### src/rtl/noc_input_vc_unit_pkg.sv
// noc_input_vc_unit_pkg: NoC parameters, route/flit/VC-state enums and XY routing function
package noc_input_vc_unit_pkg;
  localparam int Noc_Flit_Width = 32;
  localparam int Noc_VC_Channel = 2;
  localparam int Noc_VC_Fifo_Depth = 4;
  localparam int Noc_ID_X_Width = 4;
  localparam int Noc_ID_Y_Width = 4;
  localparam int Noc_Dest_Point = 0;
  typedef enum logic [4:0] {
    ROUTE_NA = 5'b00000,
    EAST     = 5'b00001,
    WEST     = 5'b00010,
    SOUTH    = 5'b00100,
    NORTH    = 5'b01000,
    LOCAL    = 5'b10000
  } e_route;
  typedef enum logic [1:0] {BODY = 2'b00, TAIL = 2'b01, HEAD = 2'b10, SINGLE = 2'b11} e_flit_type;
  typedef enum logic [1:0] {IDLE, ROUTE, ACTIVE} e_vc_state;
  // X is resolved first, then Y; all coordinates compared unsigned
  function automatic e_route xy_route(input logic [31:0] dest_x, input logic [31:0] dest_y,
                                      input logic [31:0] cur_x, input logic [31:0] cur_y);
    if (dest_x > cur_x) return EAST;
    if (dest_x < cur_x) return WEST;
    if (dest_y > cur_y) return SOUTH;
    if (dest_y < cur_y) return NORTH;
    return LOCAL;
  endfunction
endpackage

### src/rtl/noc_input_vc_unit_fifo.sv
// noc_vc_fifo: single-clock FIFO; a write to a full FIFO is accepted only alongside a pop
module noc_vc_fifo #(
  parameter int WIDTH = 32,
  parameter int DEPTH = 4
)(
  input  logic             clk,
  input  logic             rst_n,
  input  logic             wr,
  input  logic             rd,
  input  logic [WIDTH-1:0] din,
  output logic             full,
  output logic             empty,
  output logic [WIDTH-1:0] front
);
  localparam int AW = $clog2(DEPTH);
  logic [WIDTH-1:0] mem [DEPTH];
  logic [AW-1:0] wp, rp;
  logic [AW:0] count;
  logic do_wr, do_rd;
  assign do_rd = rd && !empty;
  assign do_wr = wr && (!full || do_rd);
  assign full = count == (AW+1)'(DEPTH);
  assign empty = count == '0;
  assign front = empty ? '0 : mem[rp];
  always_ff @(posedge clk)
    if (do_wr) mem[wp] <= din;
  always_ff @(posedge clk or negedge rst_n)
    if (!rst_n) begin
      wp <= '0;
      rp <= '0;
      count <= '0;
    end else begin
      wp <= do_wr ? wp + 1'b1 : wp;
      rp <= do_rd ? rp + 1'b1 : rp;
      count <= count + (AW+1)'(do_wr) - (AW+1)'(do_rd);
    end
endmodule

### src/rtl/noc_input_vc_unit.sv
// noc_input_vc_unit: router input port with per-VC FIFOs, per-packet XY route and credit return
module noc_input_vc_unit
  import noc_input_vc_unit_pkg::*;
#(
  parameter int FLIT_W   = Noc_Flit_Width,
  parameter int VC_NUM   = Noc_VC_Channel,
  parameter int DEPTH    = Noc_VC_Fifo_Depth,
  parameter int X_W      = Noc_ID_X_Width,
  parameter int Y_W      = Noc_ID_Y_Width,
  parameter int CUR_X    = 0,
  parameter int CUR_Y    = 0,
  parameter int DEST_LSB = Noc_Dest_Point
)(
  input  logic                                       clk,
  input  logic                                       rst_n,
  input  logic                                       in_valid,
  input  logic [(VC_NUM > 1 ? $clog2(VC_NUM) : 1)-1:0] in_vc,
  input  logic [FLIT_W-1:0]                          in_flit,
  output logic                                       credit_valid,
  output logic [(VC_NUM > 1 ? $clog2(VC_NUM) : 1)-1:0] credit_vc,
  output logic [VC_NUM-1:0]                          vc_valid,
  output logic [VC_NUM*FLIT_W-1:0]                   vc_flit,
  output logic [VC_NUM*5-1:0]                        vc_route,
  output logic [VC_NUM-1:0]                          vc_tail,
  input  logic [VC_NUM-1:0]                          vc_deq,
  output logic                                       overflow_err
);
  localparam int VC_W = VC_NUM > 1 ? $clog2(VC_NUM) : 1;
  localparam int CW = $clog2(DEPTH) + 1;
  logic [VC_NUM-1:0] full, empty, pop;
  logic [CW-1:0] cnt [VC_NUM];
  logic [VC_W-1:0] sel;
  logic grant;
  for (genvar i = 0; i < VC_NUM; i++) begin : g_vc
    e_vc_state state;
    e_route route;
    logic [FLIT_W-1:0] front;
    logic [1:0] ftype;
    assign ftype = front[FLIT_W-1 -: 2];
    // in IDLE a BODY/TAIL at the front is a stray flit and is discarded
    assign pop[i] = !empty[i] && (state == IDLE ? !ftype[1] : state == ACTIVE && vc_deq[i]);
    assign vc_valid[i] = state == ACTIVE && !empty[i];
    assign vc_tail[i] = ftype[0];
    assign vc_flit[i*FLIT_W +: FLIT_W] = front;
    assign vc_route[i*5 +: 5] = route;
    noc_vc_fifo #(.WIDTH(FLIT_W), .DEPTH(DEPTH)) u_fifo (
      .clk(clk),
      .rst_n(rst_n),
      .wr(in_valid && in_vc == VC_W'(i)),
      .rd(pop[i]),
      .din(in_flit),
      .full(full[i]),
      .empty(empty[i]),
      .front(front)
    );
    always_ff @(posedge clk or negedge rst_n)
      if (!rst_n) begin
        state <= IDLE;
        route <= ROUTE_NA;
      end else if (state == IDLE) begin
        if (!empty[i] && ftype[1]) state <= ROUTE;
      end else if (state == ROUTE) begin
        route <= xy_route(32'(front[DEST_LSB +: X_W]), 32'(front[DEST_LSB+X_W +: Y_W]),
                          32'(CUR_X), 32'(CUR_Y));
        state <= ACTIVE;
      end else if (pop[i] && ftype[0]) begin
        state <= IDLE;
        route <= ROUTE_NA;
      end
  end
  // lowest VC with a pending or just-popped credit wins this cycle's credit slot
  always_comb begin
    sel = '0;
    grant = 1'b0;
    for (int i = VC_NUM - 1; i >= 0; i--)
      if (cnt[i] != '0 || pop[i]) begin
        sel = VC_W'(i);
        grant = 1'b1;
      end
  end
  always_ff @(posedge clk or negedge rst_n)
    if (!rst_n) begin
      credit_valid <= 1'b0;
      credit_vc <= '0;
      overflow_err <= 1'b0;
      for (int i = 0; i < VC_NUM; i++) cnt[i] <= '0;
    end else begin
      credit_valid <= grant;
      credit_vc <= sel;
      overflow_err <= overflow_err || (in_valid && full[in_vc] && !pop[in_vc]);
      for (int i = 0; i < VC_NUM; i++)
        cnt[i] <= cnt[i] + CW'(pop[i]) - CW'(grant && sel == VC_W'(i));
    end
endmodule
### config.mk
export PLATFORM = sky130hd
export DESIGN_NAME = noc_input_vc_unit
export DESIGN_NICKNAME = d
export VERILOG_FILES = /design/src/rtl/noc_input_vc_unit_pkg.sv /design/src/rtl/noc_input_vc_unit_fifo.sv /design/src/rtl/noc_input_vc_unit.sv
export SDC_FILE = /design/constraint.sdc
export NUM_CORES = 1
export LEC_CHECK = 0
export BUFFER_PORTS_ARGS = -buffer_cell sky130_fd_sc_hd__buf_2
export CAP_MARGIN = 0
export CORE_ASPECT_RATIO = 0.7
export CORE_MARGIN = 3
export CORE_UTILIZATION = 35
export CTS_CLUSTER_SIZE = 25
export DETAILED_ROUTE_END_ITERATION = 16
export SLEW_MARGIN = 20
export SYNTH_ARGS = -nofsm -noshare
export SYNTH_HDL_FRONTEND = slang
export SYNTH_HIERARCHICAL = 1
export SYNTH_SLANG_ARGS = --single-unit
### constraint.sdc
create_clock -name clk -period 4.1 [get_ports clk]
set_clock_uncertainty 0.15 [all_clocks]
set_input_delay 0.205 -clock clk [delete_from_list [all_inputs] [get_ports clk]]
set_output_delay 0.205 -clock clk [all_outputs]
set_load 0.01 [all_outputs]
Word level (Yosys, flattened, before mapping) --
Memory sizes are Yosys's and may differ from the RTL's. Index checks and enable logic that the tools add are counted. Widths: inputs -> output; s select.
Word-level totals: bits in read-only memories 0, latch bits 0, bits in writable memories 256, register bits after elaboration 37, input bits 38, memories kept 2
Cells by class: multipliers 0, divide/modulo/power cells 0, equality and inequality tests 8, shifts and indexed selects 0, muxes and demuxes 49, $lt $le $gt $ge 5, $add $sub $neg 12, bitwise gates (word level) 4, reduce and logical (&&, ||, !) cells 46
Memories:
- g_vc[0].u_fifo.mem | words 4, bits a word 32, rd ports 1, clocked after Yosys merged registers in 0, write ports 1, RTL line noc_input_vc_unit_fifo.sv:16 | logic [WIDTH-1:0] mem [DEPTH];
- g_vc[1].u_fifo.mem | words 4, bits a word 32, rd ports 1, clocked after Yosys merged registers in 0, write ports 1, RTL line noc_input_vc_unit_fifo.sv:16
Operator list (count):
- $mux 32 | 2
- $mux 5 | 12
- $mux 1 | 27
- $logic_and 1x1->1 | 20
- $gt 4x1->1 const B | 4
- $mux 2 | 8
- $add 3x1->3 | 4
- $reduce_bool 3->1 | 4
- $sub 3x1->3 | 4
- $add 2x1->2 const B | 4
- $reduce_and 2->1 | 4
- $logic_not 1->1 | 7
- $eq 3x3->1 const B | 2
- $logic_not 3->1 | 2
- $logic_or 1x1->1 | 5
- $eq 2x1->1 const B | 2
- $eq 2x2->1 const B | 2
- $logic_not 2->1 | 2
- $ne 2x1->1 const B | 2
- $not 1->1 | 4
- $reduce_bool 2->1 | 2
- $lt 1x2->1 const B | 1

Depth between registers and ports, before layout --
word-level depth 12, depth in mapped cells 13, depth with buffers taken out 12

Hierarchy --
Netlist, hierarchy kept.
Modules (own cells, without submodules):
- noc_vc_fifo | times used 2, area an instance 5306.3 um^2, cells each 241
- noc_input_vc_unit | times used 1, area an instance 1019.7 um^2, cells each 101

Worst setup path after synthesis --
Ideal clock, no wire load.
path type register to register, start register g_vc[0].u_fifo.rp[0], end memory g_vc[0].u_fifo.mem[0][0], enable pin, data arrival time 2935 ps, setup slack 623 ps, buffers on the path 1, stages on the path, launching flop included 10, path through dfrtp_1 -> buf_6 -> mux4_1 -> and2_1 -> nor2b_1 -> or3_4 -> inv_1 -> inv_1 -> a21boi_2 -> and2_1
On the way: longest elaborated chain between the ends 10
RTL lines:
- start: declaration | RTL line noc_input_vc_unit_fifo.sv:17 | logic [AW-1:0] wp, rp;
- start signal: assignment | RTL line noc_input_vc_unit_fifo.sv:34 | rp <= do_rd ? rp + 1'b1 : rp;
- $mem_v2 4x32
- $mux 32 | RTL line noc_input_vc_unit_fifo.sv:24 | assign front = empty ? '0 : mem[rp];
- named net vc_flit[31] | RTL line noc_input_vc_unit.sv:22 | output logic [VC_NUM*FLIT_W-1:0] vc_flit,
- $logic_not 1->1 | RTL line noc_input_vc_unit.sv:41 | assign pop[i] = !empty[i] && (state == IDLE ? !ftype[1] : state == ACTIVE && vc_deq[i]);
- $mux 1 | RTL line noc_input_vc_unit.sv:41
- $logic_and 1x1->1 | RTL line noc_input_vc_unit.sv:41
- named net pop[0] | RTL line noc_input_vc_unit.sv:30 | logic [VC_NUM-1:0] full, empty, pop;
- $logic_and 1x1->1 | RTL line noc_input_vc_unit_fifo.sv:20 | assign do_rd = rd && !empty;
- $logic_or 1x1->1 | RTL line noc_input_vc_unit_fifo.sv:21 | assign do_wr = wr && (!full || do_rd);
- $logic_and 1x1->1 | RTL line noc_input_vc_unit_fifo.sv:21
- $mux 1 | RTL line noc_input_vc_unit_fifo.sv:26 | if (do_wr) mem[wp] <= din;
- $mux 1 (not written as such) | RTL line noc_input_vc_unit_fifo.sv:26
- end: declaration | RTL line noc_input_vc_unit_fifo.sv:16
The timed path passes the listed nets, and every way through them passes these cells.

Worst setup path in the final report --
start register g_vc[0].u_fifo.count[1], end memory g_vc[0].u_fifo.mem[3][19], enable pin
On the way: longest elaborated chain between the ends 10, elaborated cells between the ends (all ways) 13
RTL lines:
- start: declaration | RTL line noc_input_vc_unit_fifo.sv:18 | logic [AW:0] count;
- start signal: assignment | RTL line noc_input_vc_unit_fifo.sv:35 | count <= count + (AW+1)'(do_wr) - (AW+1)'(do_rd);
- $logic_not 3->1 * | RTL line noc_input_vc_unit_fifo.sv:23 | assign empty = count == '0;
- named net empty[0] | RTL line noc_input_vc_unit.sv:30
- $mux 32 | RTL line noc_input_vc_unit_fifo.sv:24
- $logic_not 1->1 | RTL line noc_input_vc_unit.sv:41
- $mux 1 | RTL line noc_input_vc_unit.sv:41
- $logic_and 1x1->1 * | RTL line noc_input_vc_unit.sv:41
- named net pop[0] | RTL line noc_input_vc_unit.sv:30
- $logic_and 1x1->1 * | RTL line noc_input_vc_unit_fifo.sv:20
- $logic_or 1x1->1 * | RTL line noc_input_vc_unit_fifo.sv:21
- $logic_and 1x1->1 * | RTL line noc_input_vc_unit_fifo.sv:21
- $mux 1 * | RTL line noc_input_vc_unit_fifo.sv:26
- $mux 1 (not written as such) * | RTL line noc_input_vc_unit_fifo.sv:26
The timed path passes the listed nets; every way through them passes the cells marked *.

==> impl_metrics.csv <==
group,metric,value,unit
power,p_leak,4.97,nW
critical_path,rr_worst_depth,10,
grt,grt_pass1_wl,38.3,mm
min_path,min_to,"g_vc[1].u_fifo/count[0]",
yosys,synth-xor-area-share,1.05,%
yosys,synthAdderAreaFrac,2.19,%
run_status,status,"finished, final reports clean",
yosys,ys_warn_count,6,
yosys,ys_seq_elements,289,
power,power_density,714,mW/mm²
yosys,syn_area_per_cell,20.0,µm²
timing,rsz0062_at_grt,"false",
yosys,synth-edff-count,256,
clock_network,cts_setup_buffers,0,
layout,final_common_cell,"edfxtp_1",
clock_network,clkSinkCount,289,
critical_path,crit_type,"flip-flop to flip-flop",
timing,maxSlewHeadroom,45.5,%
timing,fmax,0.288,GHz
critical_path,crit_chain,"or3_1 > buf_4 > inv_1 > or2_0 > or3_4 > inv_1 > inv_1 > a21boi_2 > and2_2 > buf_12",
min_path,holdCritStartpoint,"in_valid",
timing,period_share,84.7,%
job,drv_cap,0,
layout,fin_area,0.0140,mm²
clock_network,path_clk_slew,0.07,ns
floorplan,coreArea,0.0326,mm²
routing,routed_wl,25.1,mm
floorplan,fp-row-count,55,
timing,fin_tns_setup,0,ns
yosys,synth_top_flop_cell,"edfxtp_1",
timing,layout_setup_ws,0.629,ns
layout,final_cell_mix,"edfxtp_1, buf_2, and2_1",
clock_network,cts_tree,"yes",
timing,hold_violations,0,
critical_path,reg2reg_slack,0.63,ns
critical_path,rr_startpoint,"g_vc[0].u_fifo/count[1]",
yosys,seq_area_frac_synth,73.2,%
critical_path,cp.required,4.19,ns
power,ir_worst_vdd,0.353,mV
yosys,synthSimpleGateAreaFrac,6.89,%
floorplan,num_io_pins,119,
power,swShare,31.3,%
yosys,synthesis.instances,583,
critical_path,slowest_stage,"and2_2",
routing,drc,0,
grt,grt.overflow.total,0,
placed_design,io_buffers,114,
routing,ant_nets,0,
grt,grt_pass1_vias,6013,
routing,vias,5835,
placed_design,dpl_cell_area,0.0127,mm²
yosys,ys_types,45,
floorplan,start_util,35.7,%
grt,antenna_found_initial,1,
critical_path,arrival,3.56,ns
placed_design,place.gp.congestion,0.700,
clock_network,cts-root-buf,"clkbuf_16",
clock_network,cts-buffers-inserted,27,
layout,diodes,0,
layout,nets,808,
floorplan,die_h,159,µm
layout,stdcell_count,1197,
clock_network,hold_buffers,37,
min_path,min_path_type,"primary input to flip-flop",
power,p_int,0.00686,W
yosys,async_flop_share,11.4,%
routing,drtIter0Drc,446,
clock_network,clock_path_buffers,3,
layout,layout-drive-gt1-share,31.2,%
min_path,min_path_cells,5,
yosys,muxShareOfSynthArea,12.8,%
clock_network,ctsHtreeMaxLevel,1,
critical_path,crit_path_end_kind,"flip-flop",
power,power_frac_clock,26.4,%
timing,period_minus_slack,3.47,ns
power,sequentialPowerShare,38.5,%
critical_path,start_kind,"flip-flop",
placed_design,pre_cts_slack,0.655,ns
floorplan,die_w,224,µm
placed_design,hpwl,15.7,mm
layout,synthToLayoutAreaGrowth,20.2,%
routing,vias_per_cell,4.87,
floorplan,die_area,0.0355,mm²
clock_network,cts_resized,0,
yosys,synth_area_leader_cell,"edfxtp_1",
critical_path,cpPeakStageDelay,0.49,ns
critical_path,cp-startpoint,"g_vc[0].u_fifo/count[1]",
power,p_sw,0.00312,W
power,pwr-share-comb,35.1,%
grt,grt_start_max_net_pins,35,
yosys,syn_area,0.0116,mm²
yosys,synth_compound_area_share,0.936,%
layout,num-fill-cells,2825,
critical_path,regToRegEndpoint,"g_vc[0].u_fifo/mem[3][19]",
grt,grt_usage,14.3,%
timing,setup_violations,0,
critical_path,critPathMostFrequentCell,"inv_1",
routing,drtPass1Iterations,5,
yosys,synth_area_leaders,"edfxtp_1, mux4_2, dfrtp_1",
yosys,synth_top_family_by_area,"multiplexers",
routing,wl_per_cell,21.0,µm
timing,maxSlewViolCount,0,
placed_design,placed_cells,1113,
clock_network,clock_latency,0.54,ns
yosys,synth_top_area_share,66.1,%
timing,worst_slew_pin_slew,0.818,ns
critical_path,cp_max_fo,34,
==> layout make-up <==
| class | instances | area, µm² | share of cell area (%) |
|---|---|---|---|
| sequential | 289 | 8520 | 60.9 |
| clock inverter | 11 | 204 | 1.46 |
| multi-input combinational | 247 | 2810 | 20.1 |
| timing repair buffer | 167 | 1140 | 8.13 |
| tap | 427 | 534 | 3.82 |
| clock buffer | 36 | 709 | 5.07 |
| inverter | 20 | 75.1 | 0.537 |
==> worst max-delay path: cells and delay by family (launching register included) <==
kind                   cells  cell delay [ns]
buffers and inverters      5             1.00
DFF                        1             0.39
AOI/OAI and AO/OA          1             0.32
and+or+nand+nor            4             1.30
==> per-stage QoR <==
| step | utilization, % | hold slack (ns) | total power (W) |
|---|---|---|---|
| finish | 43.0 | 0.114 | 0.00998 |
| global route | 43.0 | 0.145 | 0.0106 |
| CTS | 43.0 | 0.0791 | 0.0101 |
| detailed placement | 39.0 | 0.199 | 0.00746 |
| global placement | 39.0 | 0.189 | 0.00742 |
| floorplan | - | -0.241 | 0.00630 |
==> cells by family (layout without fill, tap and decap cells) <==
family          after synthesis  count (layout)
buf+inv                      50             234
compound gates               15              15
mux                          66              66
flops                       289             289
other cells                   1               4
fa+ha+maj                    18              18
xor+xnor                     14              14
simple gates                130             130
==> Yosys cell counts (2+ instances only) <==
cell,count
mux4_1,8
nor2b_1,3
nand3_1,6
or3_1,4
mux4_2,56
edfxtp_1,256
buf_12,6
nor2_1,6
fa_1,4
or3b_2,2
mux2_1,2
and3_1,2
a21boi_2,2
o21ai_0,3
nand2_1,8
nand2b_1,5
nor3b_2,2
nor4_1,4
buf_6,2
inv_1,20
xnor2_1,14
nor3_1,2
buf_2,8
a21o_1,2
dfrtp_1,33
o22ai_1,4
ha_1,14
and2_1,76
buf_4,6
clkbuf_1,8
==> state kept, by name, summed over array words and instances (netlist names) <==
| name | count |
|---|---|
| g_vc.u_fifo/wp | 4 |
| g_vc.u_fifo/rp | 4 |
| credit_vc | 1 |
| cnt | 6 |
| overflow_err | 1 |
| g_vc.u_fifo/count | 6 |
| g_vc.state | 4 |
| g_vc.u_fifo/mem | 256 |
| credit_valid | 1 |
| g_vc.route | 6 |
==> worst max-delay path by stage <==
stage / endpoint / slack (ns) / cells past startpoint
3_5_place_dp: g_vc[0].u_fifo/mem[2][8] / 0.65 / 10
3_3_place_gp: g_vc[0].u_fifo/mem[2][8] / 0.67 / 10
2_1_floorplan: g_vc[0].u_fifo/mem[0][0] / 0.62 / 9
6_report: g_vc[0].u_fifo/mem[3][19] / 0.63 / 10
5_1_grt: g_vc[0].u_fifo/mem[3][19] / 0.38 / 10
4_1_cts: g_vc[0].u_fifo/mem[2][28] / 0.61 / 10
==> metal layers <==
layer	global-route usage, %	wire, µm
met2	21.4	10700
met1	22.0	12400
met3	2.82	1590
met5	0	0
met4	2.86	426
==> power by group through the flow <==
stage                     clock [W]  combinational (W)  sequential, W
after global placement            0            0.00352        0.00390
after detailed placement          0            0.00356        0.00390
after floorplan                   0            0.00242        0.00387
final                       0.00263            0.00351        0.00384
after CTS                   0.00270            0.00360        0.00385
after global routing        0.00282            0.00385        0.00389
(Power assumes the default switching activity.)
